--- src/rtl/uart_tx_buffer_pkg.sv ---
// Shared constants and FSM encoding for the UART transmit buffer.
// State encodings keep the legacy TXB_IDLE = 0 / TXB_WAIT = 1 values.
package uart_tx_buffer_pkg;

  localparam int unsigned TXB_DEPTH  = 16;
  localparam int unsigned TXB_ADDR_W = 4;

  typedef enum logic [0:0] {
    TXB_IDLE = 1'b0,
    TXB_WAIT = 1'b1
  } txb_state_t;

endpackage

--- src/rtl/tx_byte_fifo.sv ---
// Circular byte FIFO with synchronous flush and a sticky overflow flag.
// Memory contents are intentionally not reset.
module tx_byte_fifo
  import uart_tx_buffer_pkg::*;
#(
  parameter int unsigned DEPTH  = TXB_DEPTH,
  parameter int unsigned ADDR_W = TXB_ADDR_W
) (
  input  logic              clk,
  input  logic              rst,
  input  logic              flush,
  input  logic              wr_en,
  input  logic [7:0]        wr_data,
  output logic              wr_ready,
  input  logic              rd_en,
  output logic [7:0]        rd_data,
  output logic [ADDR_W:0]   level,
  output logic              overflow
);

  localparam logic [ADDR_W:0] FULL = (ADDR_W+1)'(DEPTH);

  logic [7:0]        mem [DEPTH];
  logic [ADDR_W-1:0] wr_ptr;
  logic [ADDR_W-1:0] rd_ptr;
  logic              push;
  logic              pop;

  // Acceptance is judged on the registered level, so a same-edge pop
  // never frees room for a push into a full FIFO.
  assign wr_ready = (level != FULL);
  assign push     = wr_en && wr_ready && !flush;
  assign pop      = rd_en && (level != '0) && !flush;
  assign rd_data  = mem[rd_ptr];

  always_ff @(posedge clk) begin
    if (push) mem[wr_ptr] <= wr_data;
  end

  always_ff @(posedge clk or posedge rst) begin
    if (rst) begin
      wr_ptr   <= '0;
      rd_ptr   <= '0;
      level    <= '0;
      overflow <= 1'b0;
    end else if (flush) begin
      wr_ptr   <= '0;
      rd_ptr   <= '0;
      level    <= '0;
      overflow <= 1'b0;
    end else begin
      if (push) wr_ptr <= wr_ptr + 1'b1;
      if (pop)  rd_ptr <= rd_ptr + 1'b1;
      case ({push, pop})
        2'b10:   level <= level + 1'b1;
        2'b01:   level <= level - 1'b1;
        default: level <= level;
      endcase
      if (wr_en && !wr_ready) overflow <= 1'b1;
    end
  end

endmodule

--- src/rtl/uart_tx_buffer.sv ---
// Drain sequencer: launches one queued byte into uart_tx per tx_done,
// with registered tx_data/tx_start outputs.
module uart_tx_buffer
  import uart_tx_buffer_pkg::*;
#(
  parameter int unsigned DEPTH  = TXB_DEPTH,
  parameter int unsigned ADDR_W = TXB_ADDR_W
) (
  input  logic              clk,
  input  logic              rst,
  input  logic              wr_en,
  input  logic [7:0]        wr_data,
  output logic              wr_ready,
  input  logic              flush,
  output logic [7:0]        tx_data,
  output logic              tx_start,
  input  logic              tx_done,
  output logic [ADDR_W:0]   level,
  output logic              busy,
  output logic              overflow
);

  txb_state_t  state;
  txb_state_t  state_nxt;
  logic        launch;
  logic [7:0]  rd_data;

  tx_byte_fifo #(
    .DEPTH  (DEPTH),
    .ADDR_W (ADDR_W)
  ) u_fifo (
    .clk      (clk),
    .rst      (rst),
    .flush    (flush),
    .wr_en    (wr_en),
    .wr_data  (wr_data),
    .wr_ready (wr_ready),
    .rd_en    (launch),
    .rd_data  (rd_data),
    .level    (level),
    .overflow (overflow)
  );

  // Flush suppresses launch but leaves an in-flight byte to finish.
  always_comb begin
    launch    = 1'b0;
    state_nxt = state;
    case (state)
      TXB_IDLE: begin
        if (level != '0 && !flush) begin
          launch    = 1'b1;
          state_nxt = TXB_WAIT;
        end
      end
      TXB_WAIT: begin
        if (tx_done) begin
          if (level != '0 && !flush) launch = 1'b1;
          else                       state_nxt = TXB_IDLE;
        end
      end
      default: state_nxt = TXB_IDLE;
    endcase
  end

  always_ff @(posedge clk or posedge rst) begin
    if (rst) begin
      state    <= TXB_IDLE;
      tx_data  <= '0;
      tx_start <= 1'b0;
    end else begin
      state    <= state_nxt;
      tx_start <= launch;
      if (launch) tx_data <= rd_data;
    end
  end

  assign busy = (state != TXB_IDLE) || (level != '0);

endmodule
--- config.mk ---
export PLATFORM = sky130hd
export DESIGN_NAME = uart_tx_buffer
export DESIGN_NICKNAME = d
export VERILOG_FILES = /design/src/rtl/uart_tx_buffer_pkg.sv /design/src/rtl/tx_byte_fifo.sv /design/src/rtl/uart_tx_buffer.sv
export SDC_FILE = /design/constraint.sdc
export NUM_CORES = 1
export LEC_CHECK = 0
export CORE_MARGIN = 2
export CORE_UTILIZATION = 35
export DETAILED_ROUTE_END_ITERATION = 6
export PLACE_DENSITY = 0.6
export SLEW_MARGIN = 10
export SYNTH_ARGS = -nofsm -noshare
export SYNTH_HDL_FRONTEND = slang
export SYNTH_HIERARCHICAL = 1
export SYNTH_SLANG_ARGS = --single-unit
--- constraint.sdc ---
create_clock -name clk -period 2.95 [get_ports clk]
set_clock_uncertainty 0.05 [all_clocks]
set_input_delay 0.59 -clock clk [delete_from_list [all_inputs] [get_ports clk]]
set_output_delay 0.59 -clock clk [all_outputs]
set_load 0.03 [all_outputs]
## Word-level counts from Yosys, hierarchy flattened

Memory sizes are Yosys's and may differ from the RTL's. A register that Yosys moved wholly into a read port is not among the register bits.
Cells that the tools add are included.

- $add $sub $neg: 4
- Multiply operators: 0
- Div/mod/pow operators: 0
- Order comparisons: 0
- Equality and inequality tests: 3
- Shifts and indexed selects: 0
- Mux-type cells: 15
- Bitwise operators: 1
- Reduce and logical (&&, ||, !) cells: 14

Operator list:

| cell | number |
|---|---|
| 4-bit 2-to-1 mux | 4 |
| 5-bit case mux with 2 select lines | 1 |
| 4-bit by 1-bit adder with 4-bit output, second input constant | 2 |
| 1-bit 2-to-1 mux | 7 |
| 1-bit logical AND | 6 |
| 2-bit nonzero test | 3 |
| 5-bit by 1-bit adder with 5-bit output, second input constant | 1 |
| 5-bit 2-to-1 mux | 1 |
| 5-bit != test, second input constant | 1 |
| 5-bit nonzero test | 1 |
| 5-bit by 1-bit subtractor with 5-bit output, second input constant | 1 |
| 1-bit case mux with 2 select lines | 2 |
| 3-bit nonzero test | 1 |
| 2-bit by 1-bit equality test with 1-bit output, second input constant | 1 |
| 2-bit equality test, second input constant | 1 |
| 1-bit logical NOT | 2 |
| 1-bit logical OR | 1 |
| 1-bit NOT | 1 |

- Flip-flop bits (word level): 16
- Bits in latches: 0
- Bits in writable memories: 128
- Memory bits (read-only): 0
- Output and inout port bits: 17
- Logic and storage cells: 44
- Memories kept: 1

Memories:

| name | depth | width | read ports | clocked after Yosys merged registers in | wr ports | line | text |
|---|---|---|---|---|---|---|---|
| u_fifo.mem | 16 | 8 | 1 | 1 | 1 | tx_byte_fifo.sv:23 | `logic [7:0] mem [DEPTH];` |

## Longest topological paths before layout

Gate-level depths: netlist of the first run.

- Word-level depth: 10
- Gate-level depth with buffers: 11
- Gate-level depth less buffers: 10

## Modules after synthesis

Netlist of the first run, hierarchy kept.

By module, submodules not included:

| module | instances | cells each | area each (um^2) | seq. area each (um^2) |
|---|---|---|---|---|
| tx_byte_fifo | 1 | 296 | 5816.8 | 4194.0 |
| uart_tx_buffer | 1 | 28 | 434.2 | 250.2 |

## Least setup slack after synthesis of the first run

Ideal clock, no wire load.

- Kind: register to register
- Start point: register u_fifo.level[3]
- End point: register u_fifo.level[4]
- Setup time: 82 ps
- Data arrival time: 2902 ps
- Path slack: -84 ps
- Cell stages (with the launch flop): 12
- Path buffers: 1
- Period minus slack after synthesis: 3034 ps
- Path through: dfrtp_1 -> or3_4 -> o311a_1 -> buf_6 -> o21ai_1 -> or3_1 -> inv_1 -> ha_1 -> nand2b_1 -> a21oi_1 -> or4_1 -> a31oi_1

- Word-level cells in the longest chain between the ends: 10
- Elaborated cells on any way between the ends: 17

Ends and longest elaborated chain:

| what | line | text |
|---|---|---|
| start, declared | tx_byte_fifo.sv:17 | `output logic [ADDR_W:0] level,` |
| start signal, assigned | tx_byte_fifo.sv:55 | `2'b10: level <= level + 1'b1;` |
| start signal, assigned | tx_byte_fifo.sv:56 | `2'b01: level <= level - 1'b1;` |
| start signal, assigned | tx_byte_fifo.sv:57 | `default: level <= level;` |
| 5-bit nonzero test * | uart_tx_buffer.sv:50, uart_tx_buffer.sv:57 |  |
| 1-bit logical AND * | uart_tx_buffer.sv:50, uart_tx_buffer.sv:57 |  |
| 1-bit 2-to-1 mux * | uart_tx_buffer.sv:50, uart_tx_buffer.sv:57 |  |
| 1-bit 2-to-1 mux | uart_tx_buffer.sv:56 | `if (tx_done) begin` |
| 1-bit case mux with 2 select lines * | uart_tx_buffer.sv:48 | `case (state)` |
| via launch | uart_tx_buffer.sv:25 | `logic launch;` |
| 1-bit logical AND * (2 in series) | tx_byte_fifo.sv:33 | `assign pop = rd_en && (level != '0) && !flush;` |
| 2-bit by 1-bit equality test with 1-bit output / 2-bit equality test (equally long branches) | tx_byte_fifo.sv:54 | `case ({push, pop})` |
| 5-bit case mux with 2 select lines | tx_byte_fifo.sv:54 |  |
| 5-bit 2-to-1 mux | tx_byte_fifo.sv:46 | `end else if (flush) begin` |

Mark *: on every way through the listed nets, which the timed path passes. The rest lies on a longest branch.
A chain may end at the register's enable or synchronous reset.

## Final worst setup path of the first run

- Start point: register u_fifo.level[3]
- End point: output port busy

- Word-level cells in the longest chain between the ends: 2

Ends and longest elaborated chain:

| what | line | text |
|---|---|---|
| 5-bit nonzero test | uart_tx_buffer.sv:77 | `assign busy = (state != TXB_IDLE) \|\| (level != '0);` |
| 1-bit logical OR | uart_tx_buffer.sv:77 |  |
| end, declared | uart_tx_buffer.sv:19 | `output logic busy,` |

Every way passes these cells.

==> impl_metrics.py, run 1 <==
metrics = {
    "route": {
        "wirelength_um": 12700,
        "first_pass_iters": 4,
        "vias": 3196,
        "drc_errors": 0,
        "wire_per_inst_um": 19.8,
        "ant_nets": 0,
        "drtIter0Drc": 300,
        "viasPerCell": 5.00,
    },
    "final_layout": {
        "post-route-util_pct": 44.4,
        "layout_commonest_cell": "edfxtp_1",
        "final_nets": 423,
        "final_cells": 639,
        "area_growth_pct": 23.4,
        "final_cell_mix": "edfxtp_1 (128), buf_4 (41), mux4_2 (40)",
        "diodes": 0,
        "drive_gt1_share_pct": 31.9,
    },
    "pwr": {
        "ir_worst_vdd_mv": 0.393,
        "switching_power_mw": 1.76,
        "pwr-share-comb_pct": 26.3,
        "p_int_mw": 4.73,
        "swShare_pct": 27.2,
        "p_per_area_nw_per_um2": 842,
        "p_leak_nw": 2.67,
        "seq_power_share_pct": 40.2,
        "p_clk_share_pct": 33.5,
    },
    "timing": {
        "final_hold_viol_count": 0,
        "max_slew_margin_pct": 60.1,
        "slew_viol_final": 0,
        "period_share_pct": 94.6,
        "rsz0062_at_grt": "no",
        "finalCriticalPeriod_ns": 2.79,
        "layout_setup_ws_ns": 0.160,
        "final.setup.tns_ns": 0,
        "setup_viol": 0,
        "tightest_slew_ns": 0.599,
        "max_freq_mhz": 358,
    },
    "global_routing": {
        "grt_pass1_vias": 3272,
        "antenna_found_initial": 0,
        "gr-total-overflow": 0,
        "grtUsageTotal_pct": 14.7,
        "grt_pass1_wl_um": 19700,
        "grt_max_degree": 33,
    },
    "yosys": {
        "synth_cells": 324,
        "yosysUniqueCellTypes": 38,
        "yosys-top-cells-area": "edfxtp_1 (61%), mux4_2 (14%), dfrtp_1 (9.6%), mux2_4 (2.6%), nor2_1 (2.0%)",
        "synth-edff-count": 128,
        "syn_area_um2": 6250,
        "synth-xor-area-share_pct": 0.981,
        "synth_seq_cells": 152,
        "synth_area_per_cell_um2": 19.3,
        "synth-simple-area-share_pct": 4.52,
        "synth_flop_cell": "edfxtp_1",
        "yosysWarnings": 6,
        "synth-compound-area-share_pct": 1.98,
        "syn_nets": 346,
        "ys_seq_area_share_pct": 71.1,
        "synth_top_family_by_area": "multiplexers",
        "synth_area_leader_cell": "edfxtp_1",
        "async_flop_share_pct": 15.8,
        "synth_mux_area_share_pct": 17.7,
        "yosysTopAreaCellShare_pct": 61.5,
        "synthAdderAreaFrac_pct": 1.92,
    },
    "placement": {
        "gp_congestion": 0.811,
        "hpwl_um": 8270,
        "dp_slack_ns": -0.165,
        "port_buffers": 29,
        "dp_cells": 607,
    },
    "die": {
        "num_rows": 48,
        "num_io_pins": 30,
        "initial_utilization_pct": 36.0,
        "die_y_um": 138,
        "die_area_um2": 18900,
        "fp.dieW_um": 138,
        "coreArea_um2": 17400,
    },
    "job": {
        "max-cap-violations": 0,
    },
    "clock_tree": {
        "numCtsBuffers": 17,
        "clock_path_buffers": 2,
        "clock-root-buffer": "clkbuf_16",
        "tritoncts": "done",
        "htreeDepth": 4,
        "postCtsSetupBuffers": 0,
        "clock_sinks": 152,
        "clk_latency_ns": 0.42,
        "clkSlewWorstSetupHoldPaths_ns": 0.05,
        "ctsHoldBuffers": 0,
        "ctsResizeCount": 0,
    },
    "worst_setup_path": {
        "end_kind": "output port",
        "crit_type": "register to output port",
        "cp_max_fo": 6,
        "arrival_ns": 2.15,
        "crit_path_start_kind": "register",
        "cp.required_ns": 2.31,
    },
    "run_status": {
        "status": "finished, final reports clean",
    },
    "min_path": {
        "min_path_type": "register to register",
    },
}
## cell usage after synthesis (2+ instances only)
master / instances
edfxtp_1: 128
mux4_2: 40
nor2_1: 34
dfrtp_1: 24
inv_1: 13
mux2_4: 11
clkbuf_1: 8
ha_1: 8
nand2_1: 7
mux2i_1: 4
xor2_1: 4
a21oi_1: 3
buf_2: 3
o211ai_1: 3
or4_1: 3
xnor2_1: 3
a211oi_1: 2
a31oi_1: 2
buf_1: 2
nand2b_1: 2
nand3_1: 2
or3_1: 2
## layer usage
metal / vias up / track usage, % / share of wire [%]
met5: - / 0 / 0
met4: 0 / 4.75 / 0.57
met2: 74 / 23.2 / 51
li1: 1447 / - / -
met3: 6 / 4.19 / 5.2
met1: 1669 / 19.8 / 43
## power groups by stage
stage | sequential, mW | clock, mW | combinational (mW)
global placement | 2.65 | 0 | 1.72
CTS | 2.61 | 2.22 | 1.74
finish | 2.61 | 2.18 | 1.71
global route | 2.63 | 2.32 | 1.85
floorplan | 2.77 | 0 | 1.00
detailed placement | 2.66 | 0 | 1.74
## critical path, cell delays in order (launching register included)
cell and delay [ns]:
dfrtp_2 0.45, or3_4 0.40, nor3_1 0.20, nand2_1 0.08, clkdlybuf4s50_1 0.60
## flip-flops by register name, indices dropped and copies added, names as in the netlist
signal and flops:
tx_start 1, u_fifo/level 5, u_fifo/rd_ptr 4, state 1
u_fifo/overflow 1, tx_data 8, u_fifo/wr_ptr 4, u_fifo/mem 128
## path summary, 6_finish.rpt
| kind | start | to | slack, ns | cells after the start |
|---|---|---|---|---|
| min reg2reg | u_fifo/overflow$_DFFE_PP0P_ | u_fifo/overflow$_DFFE_PP0P_ | 0.47 | 2 |
| max in group asynchronous | rst | u_fifo/level[3]$_DFFE_PP0P_ | 1.93 | 2 |
| max reg2reg | u_fifo/level[3]$_DFFE_PP0P_ | u_fifo/level[4]$_DFFE_PP0P_ | 0.20 | 10 |
| min | u_fifo/overflow$_DFFE_PP0P_ | u_fifo/overflow$_DFFE_PP0P_ | 0.47 | 2 |
| min in group asynchronous | rst | tx_data[4]$_DFFE_PP0P_ | 0.48 | 2 |
| max | u_fifo/level[3]$_DFFE_PP0P_ | busy | 0.16 | 4 |
## cell type report
type / instances / area, um2
Tap cell: 225 / 282
Multi-Input combinational cell: 145 / 1700
Inverter: 13 / 48.8
Clock buffer: 19 / 433
Clock inverter: 13 / 166
Sequential cell: 152 / 4450
Fill cell: 1478 / 9640
Timing Repair Buffer: 72 / 638
## through the flow
| stage | hold WS [ns] | total power [mW] | cell area (um2) |
|---|---|---|---|
| 3_3_place_gp | 0.440 | 4.37 | 7110 |
| 6_report | 0.465 | 6.49 | 7710 |
| 5_1_grt | 0.480 | 6.80 | 7710 |
| 2_1_floorplan | 0.380 | 3.77 | 6260 |
| 3_5_place_dp | 0.448 | 4.39 | 7110 |
| 4_1_cts | 0.469 | 6.57 | 7710 |
## kinds of logic (layout without fill, tap and decap cells)
kind of cell | count (synthesis) | count (layout)
DFF | 152 | 152
and+or+nand+nor | 57 | 57
muxes | 55 | 55
buffers and inverters | 27 | 117
AOI/OAI and AO/OA | 17 | 17
adders and majority gates | 9 | 9
xor gates and xnor gates | 7 | 7
No activity file was read; power rests on OpenSTA's default activity.
==> inputs of run 2 (changes only) <==
--- a/config.mk
+++ b/config.mk
@@ -14,3 +14,4 @@
 export SYNTH_HDL_FRONTEND = slang
 export SYNTH_HIERARCHICAL = 1
 export SYNTH_SLANG_ARGS = --single-unit
+export TNS_END_PERCENT = 100
==> results of run 2 <==
Same layout as run 1: the final DEF is identical, and so are final timing and power.
==> inputs of run 3 (changes only) <==
--- a/config.mk
+++ b/config.mk
@@ -5,10 +5,11 @@
 export SDC_FILE = /design/constraint.sdc
 export NUM_CORES = 1
 export LEC_CHECK = 0
+export ABC_CLOCK_PERIOD_IN_PS = 3500
 export CORE_MARGIN = 2
 export CORE_UTILIZATION = 35
 export DETAILED_ROUTE_END_ITERATION = 6
-export PLACE_DENSITY = 0.6
+export PLACE_DENSITY = 0.58
 export SLEW_MARGIN = 10
 export SYNTH_ARGS = -nofsm -noshare
 export SYNTH_HDL_FRONTEND = slang
==> constraint.sdc (replaced) <==
create_clock -name clk -period 3.5 [get_ports clk]
set_clock_uncertainty 0.05 [all_clocks]
set_input_delay 0.7 -clock clk [delete_from_list [all_inputs] [get_ports clk]]
set_output_delay 0.7 -clock clk [all_outputs]
set_load 0.03 [all_outputs]
==> run 3 against run 2 <==
  * Utilization is 1.4 points lower
  * Non-clock buffer count is 23 lower
  * Sequential share of layout area is 1.9 points higher
  * Power is 20% lower
  * Global-route usage is 1.5 points lower
  * Final area is 3.2% lower
  * Via count is 4.9% lower
  * Combinational power is 20% lower
  * First-iteration DRC count is 39% lower
  * Critical endpoint is now u_fifo/level[4]$_DFFE_PP0P_
  * Register-to-register slack better by 0.36 ns
  * Clock power is 23% lower
==> impl_metrics.py, run 3 (synthesized netlist as in run 1, its figures left out) <==
metrics = {
    "timing": {
        "slew_viol_final": 0,
        "period_share_pct": 84.1,
        "setup_viol": 0,
        "max_freq_mhz": 340,
        "rsz0062_at_grt": "no",
        "max_slew_margin_pct": 49.9,
        "final_hold_viol_count": 0,
        "final.setup.tns_ns": 0,
        "layout_setup_ws_ns": 0.557,
        "tightest_slew_ns": 0.749,
        "finalCriticalPeriod_ns": 2.94,
    },
    "route": {
        "wirelength_um": 11300,
        "wire_per_inst_um": 18.4,
        "vias": 3038,
        "viasPerCell": 4.93,
        "drc_errors": 0,
        "first_pass_iters": 4,
        "ant_nets": 0,
        "drtIter0Drc": 183,
    },
    "final_layout": {
        "largest_register_ffs": 128,
        "top_regs": "u_fifo/mem: 128 flops, tx_data: 8 flops, u_fifo/level: 5 flops",
        "final_cell_mix": "edfxtp_1 (128), mux4_2 (40), nor2_1 (34)",
        "area_growth_pct": 19.4,
        "final_cells": 616,
        "diodes": 0,
        "regMostFlops": "u_fifo/mem",
        "drive_gt1_share_pct": 26.6,
        "multi_input_area_um2": 1690,
        "seqCellArea_um2": 4450,
        "layout_commonest_cell": "edfxtp_1",
        "nFillCells": 1492,
        "final_nets": 400,
    },
    "worst_setup_path": {
        "cp_slowest_stage_delay_ns": 0.59,
        "arrival_ns": 3.24,
        "cp.required_ns": 3.79,
        "crit_type": "register to register",
        "cp_max_fo": 9,
        "cp_cell_sequence": "or4_4 -> o21ai_1 -> or3_1 -> inv_1 -> ha_1 -> nor2_1 -> a21oi_1 -> or4_1 -> a31oi_1",
        "crit_path_start_kind": "register",
        "end_kind": "register",
        "cpMaxStageDelayCell": "or4_4",
    },
    "clock_tree": {
        "clkSlewWorstSetupHoldPaths_ns": 0.06,
        "htreeDepth": 4,
        "clk_latency_ns": 0.42,
        "tritoncts": "done",
        "clock_path_buffers": 2,
        "ctsHoldBuffers": 0,
        "postCtsSetupBuffers": 0,
        "numCtsBuffers": 17,
        "clock_sinks": 152,
        "ctsResizeCount": 0,
        "clock-root-buffer": "clkbuf_16",
    },
    "pwr": {
        "p_int_mw": 3.75,
        "pwr-share-comb_pct": 26.4,
        "p_per_area_nw_per_um2": 698,
        "seq_power_share_pct": 41.6,
        "ir_worst_vdd_mv": 0.381,
        "p_leak_nw": 2.53,
        "swShare_pct": 28.0,
        "p_clk_share_pct": 32.0,
        "switching_power_mw": 1.46,
    },
    "global_routing": {
        "grt_pass1_wl_um": 18000,
        "grt_util_met3_pct": 3.31,
        "globalRouteMet2Util_pct": 20.3,
        "grt_pass1_vias": 3129,
        "grtUsageTotal_pct": 13.3,
        "grtUsageMet1_pct": 18.2,
        "antenna_found_initial": 0,
        "grt_max_degree": 36,
        "gr-total-overflow": 0,
        "top_usage_layer": "met2",
    },
    "die": {
        "num_io_pins": 30,
        "die_y_um": 138,
        "num_rows": 48,
        "fp.dieW_um": 138,
        "coreArea_um2": 17400,
        "die_area_um2": 18900,
        "initial_utilization_pct": 36.0,
    },
    "placement": {
        "port_buffers": 29,
        "dp_slack_ns": 0.180,
        "dp_cells": 584,
        "hpwl_um": 7580,
        "gp_congestion": 0.752,
    },
    "run_status": {
        "status": "finished, final reports clean",
    },
    "min_path": {
        "min_path_type": "register to register",
    },
    "job": {
        "max-cap-violations": 0,
    },
}
-- run 3: cell count changes in the layout (fill, tap and decap cells not counted), sizes merged --
cell and delta:
buf -23, bufinv -2, clkbuf +1, clkinv +5
clkinvlp -1, inv -3
-- run 3: final cells by class --
class	count	area share (%)
clock buffer	20	5.85
clock inverter	12	1.39
inverter	13	0.654
multi-input combinational	145	22.7
sequential	152	59.6
tap	225	3.77
timing repair buffer	49	6.07
-- run 3: worst paths after layout --
| kind | slack [ns] | cells after the start | from | to |
|---|---|---|---|---|
| min in group asynchronous | 0.57 | 2 | rst | tx_data[3]$_DFFE_PP0P_ |
| worst max register to register | 0.56 | 9 | u_fifo/level[0]$_DFFE_PP0P_ | u_fifo/level[4]$_DFFE_PP0P_ |
| worst min-delay path | 0.45 | 2 | u_fifo/overflow$_DFFE_PP0P_ | u_fifo/overflow$_DFFE_PP0P_ |
| max in group asynchronous | 2.36 | 2 | rst | u_fifo/rd_ptr[0]$_DFFE_PP0P_ |
| worst max-delay path | 0.56 | 9 | u_fifo/level[0]$_DFFE_PP0P_ | u_fifo/level[4]$_DFFE_PP0P_ |
| worst min register to register | 0.45 | 2 | u_fifo/overflow$_DFFE_PP0P_ | u_fifo/overflow$_DFFE_PP0P_ |
-- run 3: through the flow --
| stage | area [um2] | power [mW] | hold WS [ns] | utilization [%] |
|---|---|---|---|---|
| 6_report | 7460 | 5.21 | 0.446 | 43.0 |
| 5_1_grt | 7460 | 5.45 | 0.480 | 43.0 |
| 4_1_cts | 7460 | 5.27 | 0.454 | 43.0 |
| 3_5_place_dp | 6920 | 3.60 | 0.440 | 39.9 |
| 3_3_place_gp | 6920 | 3.59 | 0.437 | 39.9 |
| 2_1_floorplan | 6250 | 3.17 | 0.427 | - |
-- run 3: critical path, delay by kind of cell (launching register included) --
kind	cells	cell delay, ns
AOI/OAI and AO/OA	3	0.54
adders and majority gates	1	0.31
buffers and inverters	1	0.08
DFF	1	0.49
and+or+nand+nor	4	1.39
-- run 3: per-layer routing --
layer	up-vias	share of wire (%)
met5	-	0
met3	18	2.4
met1	1588	48
li1	1396	-
met4	0	1.9
met2	36	48
-- run 3: power by group through the flow --
stage | Clock (mW) | Combinational (mW) | Sequential (mW)
global route | 1.78 | 1.49 | 2.19
CTS | 1.70 | 1.40 | 2.17
global placement | 0 | 1.38 | 2.20
finish | 1.67 | 1.37 | 2.17
floorplan | 0 | 0.840 | 2.33
detailed placement | 0 | 1.40 | 2.20
